==> config.mk <==
export PLATFORM = sky130hd
export DESIGN_NAME = uart_rx_ctrl
export DESIGN_NICKNAME = d
export VERILOG_FILES = /design/src/rtl/uart_rx_ctrl.sv
export SDC_FILE = /design/constraint.sdc
export NUM_CORES = 1
export LEC_CHECK = 0
export ABC_AREA = 0
export ABC_CLOCK_PERIOD_IN_PS = 2100
export CAP_MARGIN = 15
export CORE_ASPECT_RATIO = 1.25
export CORE_MARGIN = 8
export CORE_UTILIZATION = 36
export DETAILED_ROUTE_END_ITERATION = 16
export GPL_TIMING_DRIVEN = 0
export PLACE_DENSITY = 0.76
export REMOVE_ABC_BUFFERS = 1
export SYNTH_ARGS = -nofsm -noshare
export SYNTH_HDL_FRONTEND = slang
export SYNTH_SLANG_ARGS = --single-unit
export TNS_END_PERCENT = 5
==> constraint.sdc <==
create_clock -name clk -period 2.1 [get_ports clk]
set_clock_uncertainty 0.1 [all_clocks]
set_input_delay 0.42 -clock clk [delete_from_list [all_inputs] [get_ports clk]]
set_output_delay 0.42 -clock clk [all_outputs]
set_load 0.005 [all_outputs]
==> src/rtl/uart_rx_ctrl.sv <==
// rtl/uart_rx_ctrl.sv - UART receive-path controller between RX shift register and RX FIFO
//
// Purpose:
//   Edge-detects the shift register's byte-ready and break levels, packs
//   {break, frame_err, data} entries, and sequences FIFO writes through a
//   one-entry hold register. Tracks sticky overrun, a saturating frame-error
//   count and (optionally) a receive timeout, and drives a level interrupt.
//
// Configuration macro:
//   UART_RX_TIMEOUT_EN - when defined, a baud-tick counter raises the sticky
//                        timeout flag after TIMEOUT_TICKS ticks without a FIFO
//                        write while the FIFO is non-empty. When undefined,
//                        timeout is tied to 0.
//
// Parameters:
//   LEVEL_W        width of fifo_level and irq_thresh
//   TIMEOUT_TICKS  baud ticks without a write (FIFO non-empty) before timeout
//
// Ports:
//   clk, rst        system clock, asynchronous active-high reset
//   enable          receiver enable; 0 idles the controller and clears hold
//   baud_tick       one-cycle pulse per bit time
//   rx_data         received byte from the shift register
//   rx_valid        byte-ready level (rising edge = new byte)
//   rx_frame_err    stop-bit error qualifying rx_data
//   rx_break_valid  break-detected level (rising edge = break event)
//   fifo_full       RX FIFO full
//   fifo_level      RX FIFO occupancy
//   fifo_wr         FIFO write strobe (combinational)
//   fifo_wdata      FIFO write data {break, frame_err, data[7:0]}
//   irq_thresh      FIFO level interrupt threshold, 0 disables
//   irq_clr         one-cycle clear of overrun, timeout and err_count
//   overrun         sticky: an event was dropped
//   timeout         sticky: receive timeout
//   err_count       saturating count of committed frame-error entries
//   irq             level interrupt

module uart_rx_ctrl #(
  parameter int LEVEL_W       = 5,
  parameter int TIMEOUT_TICKS = 40
) (
  input  logic               clk,
  input  logic               rst,
  input  logic               enable,
  input  logic               baud_tick,
  input  logic [7:0]         rx_data,
  input  logic               rx_valid,
  input  logic               rx_frame_err,
  input  logic               rx_break_valid,
  input  logic               fifo_full,
  input  logic [LEVEL_W-1:0] fifo_level,
  output logic               fifo_wr,
  output logic [9:0]         fifo_wdata,
  input  logic [LEVEL_W-1:0] irq_thresh,
  input  logic               irq_clr,
  output logic               overrun,
  output logic               timeout,
  output logic [7:0]         err_count,
  output logic               irq
);

  typedef enum logic [0:0] {
    IDLE = 1'b0,
    PEND = 1'b1
  } state_t;

  state_t     state;
  logic [9:0] hold;
  logic       valid_q;
  logic       brk_q;

  logic       data_ev;
  logic       brk_ev;
  logic       ev;
  logic [9:0] entry;
  logic       commit;
  logic       ovr_set;
  logic       err_inc;

  // Rising-edge detection on the level inputs; events are only honoured
  // while enabled, but the edge registers always track the inputs so that a
  // level already high when enable rises does not produce a stale event.
  assign data_ev = rx_valid & ~valid_q;
  assign brk_ev  = rx_break_valid & ~brk_q;
  assign ev      = enable & (data_ev | brk_ev);

  always_comb begin
    entry = 10'h000;
    if (data_ev) begin
      entry = {brk_ev, rx_frame_err, rx_data};
    end else if (brk_ev) begin
      entry = 10'h200;
    end
  end

  assign fifo_wr    = enable & (state == PEND) & ~fifo_full;
  assign fifo_wdata = hold;
  assign commit     = fifo_wr;

  // An event that arrives while the hold register cannot drain is dropped.
  assign ovr_set = ev & (state == PEND) & ~commit;
  assign err_inc = commit & hold[8];

  always_ff @(posedge clk or posedge rst) begin
    if (rst) begin
      valid_q <= 1'b0;
      brk_q   <= 1'b0;
      state   <= IDLE;
      hold    <= 10'h000;
    end else begin
      valid_q <= rx_valid;
      brk_q   <= rx_break_valid;
      if (!enable) begin
        state <= IDLE;
        hold  <= 10'h000;
      end else begin
        case (state)
          IDLE: begin
            if (ev) begin
              hold  <= entry;
              state <= PEND;
            end
          end
          PEND: begin
            if (commit) begin
              // Draining and refilling in the same cycle keeps one entry per
              // cycle throughput without flagging overrun.
              if (ev) begin
                hold <= entry;
              end else begin
                state <= IDLE;
              end
            end
          end
          default: begin
            state <= IDLE;
            hold  <= 10'h000;
          end
        endcase
      end
    end
  end

  // Sticky status: a set/increment in the same cycle as irq_clr takes effect
  // after the clear, so the new condition is never lost.
  always_ff @(posedge clk or posedge rst) begin
    if (rst) begin
      overrun   <= 1'b0;
      err_count <= 8'h00;
    end else begin
      if (ovr_set) begin
        overrun <= 1'b1;
      end else if (irq_clr) begin
        overrun <= 1'b0;
      end

      if (irq_clr) begin
        err_count <= err_inc ? 8'h01 : 8'h00;
      end else if (err_inc && (err_count != 8'hFF)) begin
        err_count <= err_count + 8'h01;
      end
    end
  end

`ifdef UART_RX_TIMEOUT_EN
  localparam int CNT_W = $clog2(TIMEOUT_TICKS + 1);
  localparam logic [CNT_W-1:0] TICKS_MAX = CNT_W'(TIMEOUT_TICKS);

  logic [CNT_W-1:0] to_cnt;
  logic             to_clear;
  logic             to_set;

  assign to_clear = commit | (fifo_level == '0) | ~enable;
  // Timeout fires only on the transition into the terminal count; the counter
  // then parks there, so a cleared flag needs a fresh full count to re-arm.
  assign to_set   = ~to_clear & baud_tick & (to_cnt == TICKS_MAX - 1'b1);

  always_ff @(posedge clk or posedge rst) begin
    if (rst) begin
      to_cnt  <= '0;
      timeout <= 1'b0;
    end else begin
      if (to_clear) begin
        to_cnt <= '0;
      end else if (baud_tick && (to_cnt != TICKS_MAX)) begin
        to_cnt <= to_cnt + 1'b1;
      end

      if (to_set) begin
        timeout <= 1'b1;
      end else if (irq_clr) begin
        timeout <= 1'b0;
      end
    end
  end
`else
  logic unused_baud_tick;
  assign unused_baud_tick = baud_tick;
  assign timeout          = 1'b0;
`endif

  assign irq = overrun | timeout | (err_count != 8'h00) |
               ((irq_thresh != '0) & (fifo_level >= irq_thresh));

endmodule

Word level (Yosys, flattened, before mapping)
Cells that the tools add are included.
- flip-flop bits (word level): 22
- latch bits: 0
- memory bits (writable): 0
- memory bits (read-only): 0
- output and inout bits: 22
- word-level logic and storage cells: 47
- memories kept: 0
- add/subtract/negate cells: 1
- multipliers: 0
- divide/modulo/power cells: 0
- $lt $le $gt $ge: 1
- equality and inequality tests: 2
- shifts and indexed selects: 0
- muxes and demuxes: 15
- bitwise logic cells: 17
- reductions and logical operators: 5
- operators by type and width (kind ; number):
    2-to-1 mux 10 bit ; 5
    one-hot mux 10 bit (2 select lines) ; 1
    2-to-1 mux 8 bit ; 2
    AND 1 bit ; 9
    adder 8 x 1 -> 8 bit (second input constant) ; 1
    != test 8 bit (second input constant) ; 1
    nonzero test 8 bit ; 1
    2-to-1 mux 1 bit ; 6
    greater-or-equal comparator 5 bit ; 1
    NOT 1 bit ; 5
    nonzero test 5 bit ; 1
    nonzero test 2 bit ; 2
    != test 3 x 2 -> 1 bit (second input constant) ; 1
    OR 1 bit ; 3
    one-hot mux 1 bit (2 select lines) ; 1
    logical AND 1 bit ; 1

Logic depth before layout (Yosys ltp)
Gate-level depths: netlist (run 1).
- depth in word-level cells: 8
- depth in mapped cells: 7
- mapped depth without buffers: 7

Least setup slack after synthesis (run 1)
Ideal clock, no wire load.
- path type: input to output
- start point: input fifo_level[0]
- end point: output irq
- data arrival time: 1387 ps
- setup slack: 193 ps
- cell stages on the path: 7
- buffers on the path: 0
- path through: inv_1 -> ha_1 -> nand2b_1 -> a211oi_1 -> o21bai_1 -> a21oi_1 -> o211ai_1
- longest elaborated chain between the ends: 3
- ends and longest elaborated chain (element ; RTL line ; RTL):
    start, declared ; 51 ; input logic [LEVEL_W-1:0] fifo_level,
    greater-or-equal comparator 5 bit ; 203 ; ((irq_thresh != '0) & (fifo_level >= irq_thresh));
    AND 1 bit ; 203 ;
    OR 1 bit ; 202 ; assign irq = overrun | timeout | (err_count != 8'h00) |
    end, declared ; 59 ; output logic irq
Every way passes these cells.

Worst setup path after layout (run 1)
Ends and elaborated chain as after synthesis.

==> results.toml, run 1 <==
[status]
status = "finished with violations"
violations = "negative setup slack"

[global_routing]
antenna_found_initial = 0
grt_usage_pct = 11.9
grt_pass1_vias = 1156
grt_max_degree = 23
grt-ovfl-total = 0
grt_pass1_wl_um = 5090

[synth]
synth_ff_type = "dfrtp_1"
synth_edf_count = 0
seq_area_frac_synth_pct = 47.3
synth_area_um2 = 1160
synth_seq_cells = 22
yosysWarnings = 0
avgSynthCellArea_um2 = 9.17
synth_cell_types = 34
async_flop_share_pct = 100
netlist_instances = 127

[clock_network]
clock_latency_ns = 0.26
post_cts_buffers = 0
cts_made_buffers = 3
postCtsHoldBufs = 0
h-tree-depth = 1
clk_pin_slew_worst_paths_ns = 0.07
cts_tree = "done"
root_buffer = "clkbuf_8"
clock_path_buffers = 2
cts_sinks = 22

[critical_path]
worstPathRequired_ns = 1.58
cp_max_fo = 1
crit_type = "in -> out"
timing.critical_path.buf_inv = 3
crit_chain = "buf_6, inv_4, ha_4, nand2b_4, a211oi_2, o21bai_1, a21oi_1, o211ai_1, buf_2"
worstSetupStartpointType = "input port"
cp.arrival_ns = 1.60
end_kind = "primary output"
cp_top_family = "compound AO/OA/AOI/OAI gates"
slowest_stage = "a211oi_2"
max_stage_delay_ns = 0.22

[detailed_routing]
drc = 0
routedWlPerCell_um = 14.6
vias_per_cell = 5.13
highest-signal-layer = "met4"
vias = 1077
wl_met3_um = 391
detail-route-antenna-nets = 0
drt_iter0_drc = 7
drt_first_pass_iters = 2
wl_met1_um = 1150
met2_length_um = 1500
drt-total-wl_um = 3070

[sta]
fmax_mhz = 472
hold_slack_ns = 0.399
relSlewSlack_pct = 46.0
drv_slew = 0
finalCriticalPeriod_ns = 2.12
hold_viol = 0
setup_viol = 1
finalCritPeriodShare_pct = 101
timing.final.ws_setup_ns = -0.0203
worst_pin_slew_ns = 0.809
rsz0062_at_grt = "yes"

[placed_design]
dp_hpwl_um = 2440
place.gp.congestion = 0.829
pre_cts_ws_ns = -0.818
port_buffers = 46

[pwr]
p_switching_mw = 0.206
power.leakage_nw = 0.798
seqPwrFrac_pct = 49.7
power.share.switching_pct = 23.1
p_clk_share_pct = 33.8
irDropWorstVdd_mv = 0.486
power.internal_mw = 0.685
powerDensity_nw_per_um2 = 508
combPwrFrac_pct = 16.5

[floorplan]
core_um2 = 3170
io_pins = 49
die_h_um = 79.6
fp-row-count = 23
start_util_pct = 36.8
die_w_um = 66.9
die_area_um2 = 5320

[cells_and_area]
diodes = 0
finalNetCount = 208
areaGrowthSynthToFinish_pct = 50.5
drive_above_1_share_pct = 11.0

[run]
drv_cap = 0

[worst_hold_path]
min_path_type = "reg -> reg"
-- cells in the mapped netlist (3+ instances only) --
| cell type | count | area, um2 |
|---|---|---|
| inv_1 | 12 | 45.0 |
| nand2_1 | 14 | 52.6 |
| o21ai_0 | 3 | 15.0 |
| nor2b_1 | 3 | 18.8 |
| nand3_1 | 22 | 110 |
| ha_1 | 7 | 87.6 |
| clkbuf_1 | 3 | 11.3 |
| nor2_1 | 8 | 30.0 |
| dfrtp_1 | 22 | 551 |
-- state kept, by name, summed over array words and instances, names as in the netlist --
name	flops
fifo_wdata	10
valid_q	1
err_count	8
brk_q	1
overrun	1
state	1
-- timing repair --
| item | CTS | global route |
|---|---|---|
| setup endpoints to repair | 6 | 2 |
| pin swaps | 9 | 7 |
| gates cloned | 0 | 0 |
| gates resized for setup | 27 | 9 |
-- cells by family after synthesis --
kind of cell | share of synthesized area (%)
AOI/OAI and AO/OA | 10.4
xor gates and xnor gates | 2.26
adders and majority gates | 7.52
buffers and inverters | 5.48
DFF | 47.3
muxes | 0.859
other | 0.322
and+or+nand+nor | 25.9
-- metal layers --
layer	track usage [%]	vias to the layer above
met3	6.88	3
met1	11.7	498
li1	-	533
met5	0	-
met4	3.77	0
met2	20.2	43
-- power groups by stage --
| stage | Clock [mW] | Sequential, mW | Combinational (mW) |
|---|---|---|---|
| finish | 0.301 | 0.443 | 0.147 |
| global route | 0.326 | 0.445 | 0.164 |
| CTS | 0.311 | 0.443 | 0.144 |
| detailed placement | 0 | 0.451 | 0.144 |
| global placement | 0 | 0.451 | 0.140 |
| floorplan | 0 | 0.451 | 0.0495 |
-- cell type report --
cell class,count,area (um2)
sequential,22,551
tap,37,46.3
inverter,12,47.5
clock buffer,4,55.1
multi-input combinational,89,594
timing repair buffer,46,459
fill,297,1410
-- placed cells by master (no fill, tap or decap), drive strengths merged, types with 3 or more instances in the layout --
| cell | count |
|---|---|
| clkbuf | 4 |
| nor2b | 3 |
| buf | 3 |
| dlygate4sd2 | 5 |
| nand2 | 14 |
| nand3 | 22 |
| dfrtp | 22 |
| clkdlybuf4s50 | 34 |
| ha | 7 |
| nor4 | 3 |
| inv | 12 |
| nor2 | 8 |
| o21ai | 5 |
-- stage by stage --
stage	power (mW)	setup TNS, ns	utilization (%)	cell area, um2	instances
finish	0.891	-0.0203	55.4	1750	210
floorplan	0.500	0	-	1150	123
CTS	0.897	-0.0117	54.2	1710	210
global placement	0.590	-2.73	52.2	1650	206
global route	0.934	-0.0769	55.4	1750	210
detailed placement	0.595	-2.99	52.2	1650	206
-- worst min-delay path, stage by stage (launching register included) --
cell and delay, ns:
dfrtp_1 0.35, nand3_1 0.06, nand2_1 0.06
-- path summary, 6_finish.rpt --
kind,start,slack (ns),end,cells after the start
worst max register to register,err_count[0]$_DFFE_PP0P_,0.27,err_count[6]$_DFFE_PP0P_,5
min in group asynchronous,rst,0.51,fifo_wdata[0]$_DFFE_PP0P_,2
worst min register to register,fifo_wdata[5]$_DFFE_PP0P_,0.40,fifo_wdata[5]$_DFFE_PP0P_,2
max in group asynchronous,rst,0.89,err_count[4]$_DFFE_PP0P_,2
worst max-delay path,fifo_level[0],-0.02,irq,9
worst min-delay path,fifo_wdata[5]$_DFFE_PP0P_,0.40,fifo_wdata[5]$_DFFE_PP0P_,2
Power figures use the tool's default switching activity.
==> run 2, diff against run 1 <==
- CORE_MARGIN: 8 -> not set
==> results.toml, run 2 (synthesis results as in run 1) <==
[clock_network]
clock_latency_ns = 0.30
root_buffer = "clkbuf_4"
clock_path_buffers = 2
post_cts_buffers = 0
cts_sinks = 22
h-tree-depth = 1
clk_pin_slew_worst_paths_ns = 0.11
postCtsHoldBufs = 0
cts_made_buffers = 3
cts_tree = "done"

[sta]
drv_slew = 0
tns_ns = -0.0191
timing.final.ws_setup_ns = -0.0191
setup_viol = 1
hold_viol = 0
fmax_mhz = 472
finalCritPeriodShare_pct = 101
worst_pin_slew_ns = 0.818
relSlewSlack_pct = 45.4
rsz0062_at_grt = "yes"
hold_slack_ns = 0.372
finalCriticalPeriod_ns = 2.12

[detailed_routing]
drt-total-wl_um = 2690
drc = 0
routedWlPerCell_um = 12.9
drt_iter0_drc = 10
detail-route-antenna-nets = 0
vias = 1074
drt_first_pass_iters = 4
vias_per_cell = 5.14

[global_routing]
grt_max_degree = 23
grt-ovfl-total = 0
grt_pass1_vias = 1097
antenna_found_initial = 0
met1_usage_pct = 17.9
use_met3_pct = 3.01
busiest_layer = "met2"
grt_pass1_wl_um = 4510
use_met2_pct = 33.9
grt_usage_pct = 17.4

[critical_path]
end_kind = "primary output"
crit_type = "in -> out"
cp.arrival_ns = 1.60
worstPathRequired_ns = 1.58
reg2reg_slack_ns = 0.25
worstRegToRegCells = 5
timing.critical_path.buf_inv = 2
crit_path_start = "irq_thresh[4]"
crit_chain = "clkdlybuf4s50_1, or4_1, nor2_1, o211ai_1, buf_2"
r2r_start = "err_count[0]$_DFFE_PP0P_"
cp_max_fo = 2
worstSetupStartpointType = "input port"
slowest_stage = "clkdlybuf4s50_1"
max_stage_delay_ns = 0.42
cp.depth = 5
cp_top_family = "buffers and inverters"

[placed_design]
place.gp.congestion = 0.754
port_buffers = 46
placed_area_um2 = 1650
dp_hpwl_um = 2120

[worst_hold_path]
holdPathStages = 3
worstHoldStart = "fifo_full"
min_path_type = "in -> reg"

[run]
drv_cap = 0

[floorplan]
io_pins = 49
die_area_um2 = 3470
core_um2 = 3000
die_h_um = 65.6
start_util_pct = 38.8
fp-row-count = 22
die_w_um = 52.9

[pwr]
irDropWorstVdd_mv = 0.424
powerDensity_nw_per_um2 = 477
power_mw = 0.812
power.leakage_nw = 0.763

[cells_and_area]
finalNetCount = 208
layout_common_cells = "35 x clkdlybuf4s50_1, 22 x nand3_1, 22 x dfrtp_1, 14 x nand2_1, 10 x inv_1"
drive_above_1_share_pct = 9.83
final_util_pct = 56.8
fin_area_um2 = 1700
layout_commonest_cell = "clkdlybuf4s50_1"
largest_register_ffs = 10
areaGrowthSynthToFinish_pct = 46.2
diodes = 0

[status]
status = "finished with violations"
violations = "negative setup slack"
-- run 2: changes by cell type in the layout (fill, tap and decap cells not counted), sizes merged --
| cell | before | now |
|---|---|---|
| dlygate4sd2 | 5 | 4 |
| buf | 3 | 4 |
| dlymetal6s2s | 2 | 1 |
| clkdlybuf4s50 | 34 | 35 |
-- run 2: cell type report --
cell class	instances	area, um2
flip-flops and latches	22	551
well taps	36	45.0
fillers	280	1300
repair buffers	46	438
inverters	12	45.0
clock buffers	4	36.3
multi-input cells	89	588
-- run 2: per-layer routing --
metal  vias up  share of wire, %
met1       504                40
li1        532                 -
met3         2               6.7
met5         -                 0
met2        36                52
met4         0              0.78
-- run 2: power by group --
part           switching [mW]  internal [mW]  total, mW
combinational          0.0639         0.0788      0.143
clock                   0.121          0.106      0.226
sequential            0.00747          0.436      0.443
total                   0.192          0.620      0.812
-- run 2: worst reg2reg max path, delay by kind of cell, from the launching register on --
kind	cells	cell delay (ns)
adders and majority gates	1	0.21
DFF	1	0.45
AOI/OAI and AO/OA	2	0.39
and+or+nand+nor	2	0.61
-- run 2: stage by stage --
stage,instances,setup WS (ns)
6_report,209,-0.0191
5_1_grt,209,-0.0969
4_1_cts,209,-0.0349
3_5_place_dp,205,-0.922
3_3_place_gp,205,-0.803
2_1_floorplan,123,0.193
-- run 2: what timing repair did --
item                                    CTS  global route
endpoints found under the setup margin    5             2
gates resized for setup                  28             4
endpoints found under the hold margin     0             0
pin swaps                                 6             1
-- run 2: worst paths after layout --
| kind | to |
|---|---|
| min in group asynchronous | err_count[1]$_DFFE_PP0P_ |
| max | irq |
| min reg2reg | fifo_wdata[7]$_DFFE_PP0P_ |
| max reg2reg | err_count[6]$_DFFE_PP0P_ |
| max in group asynchronous | valid_q$_DFF_PP0_ |
| min | overrun$_DFFE_PP0P_ |
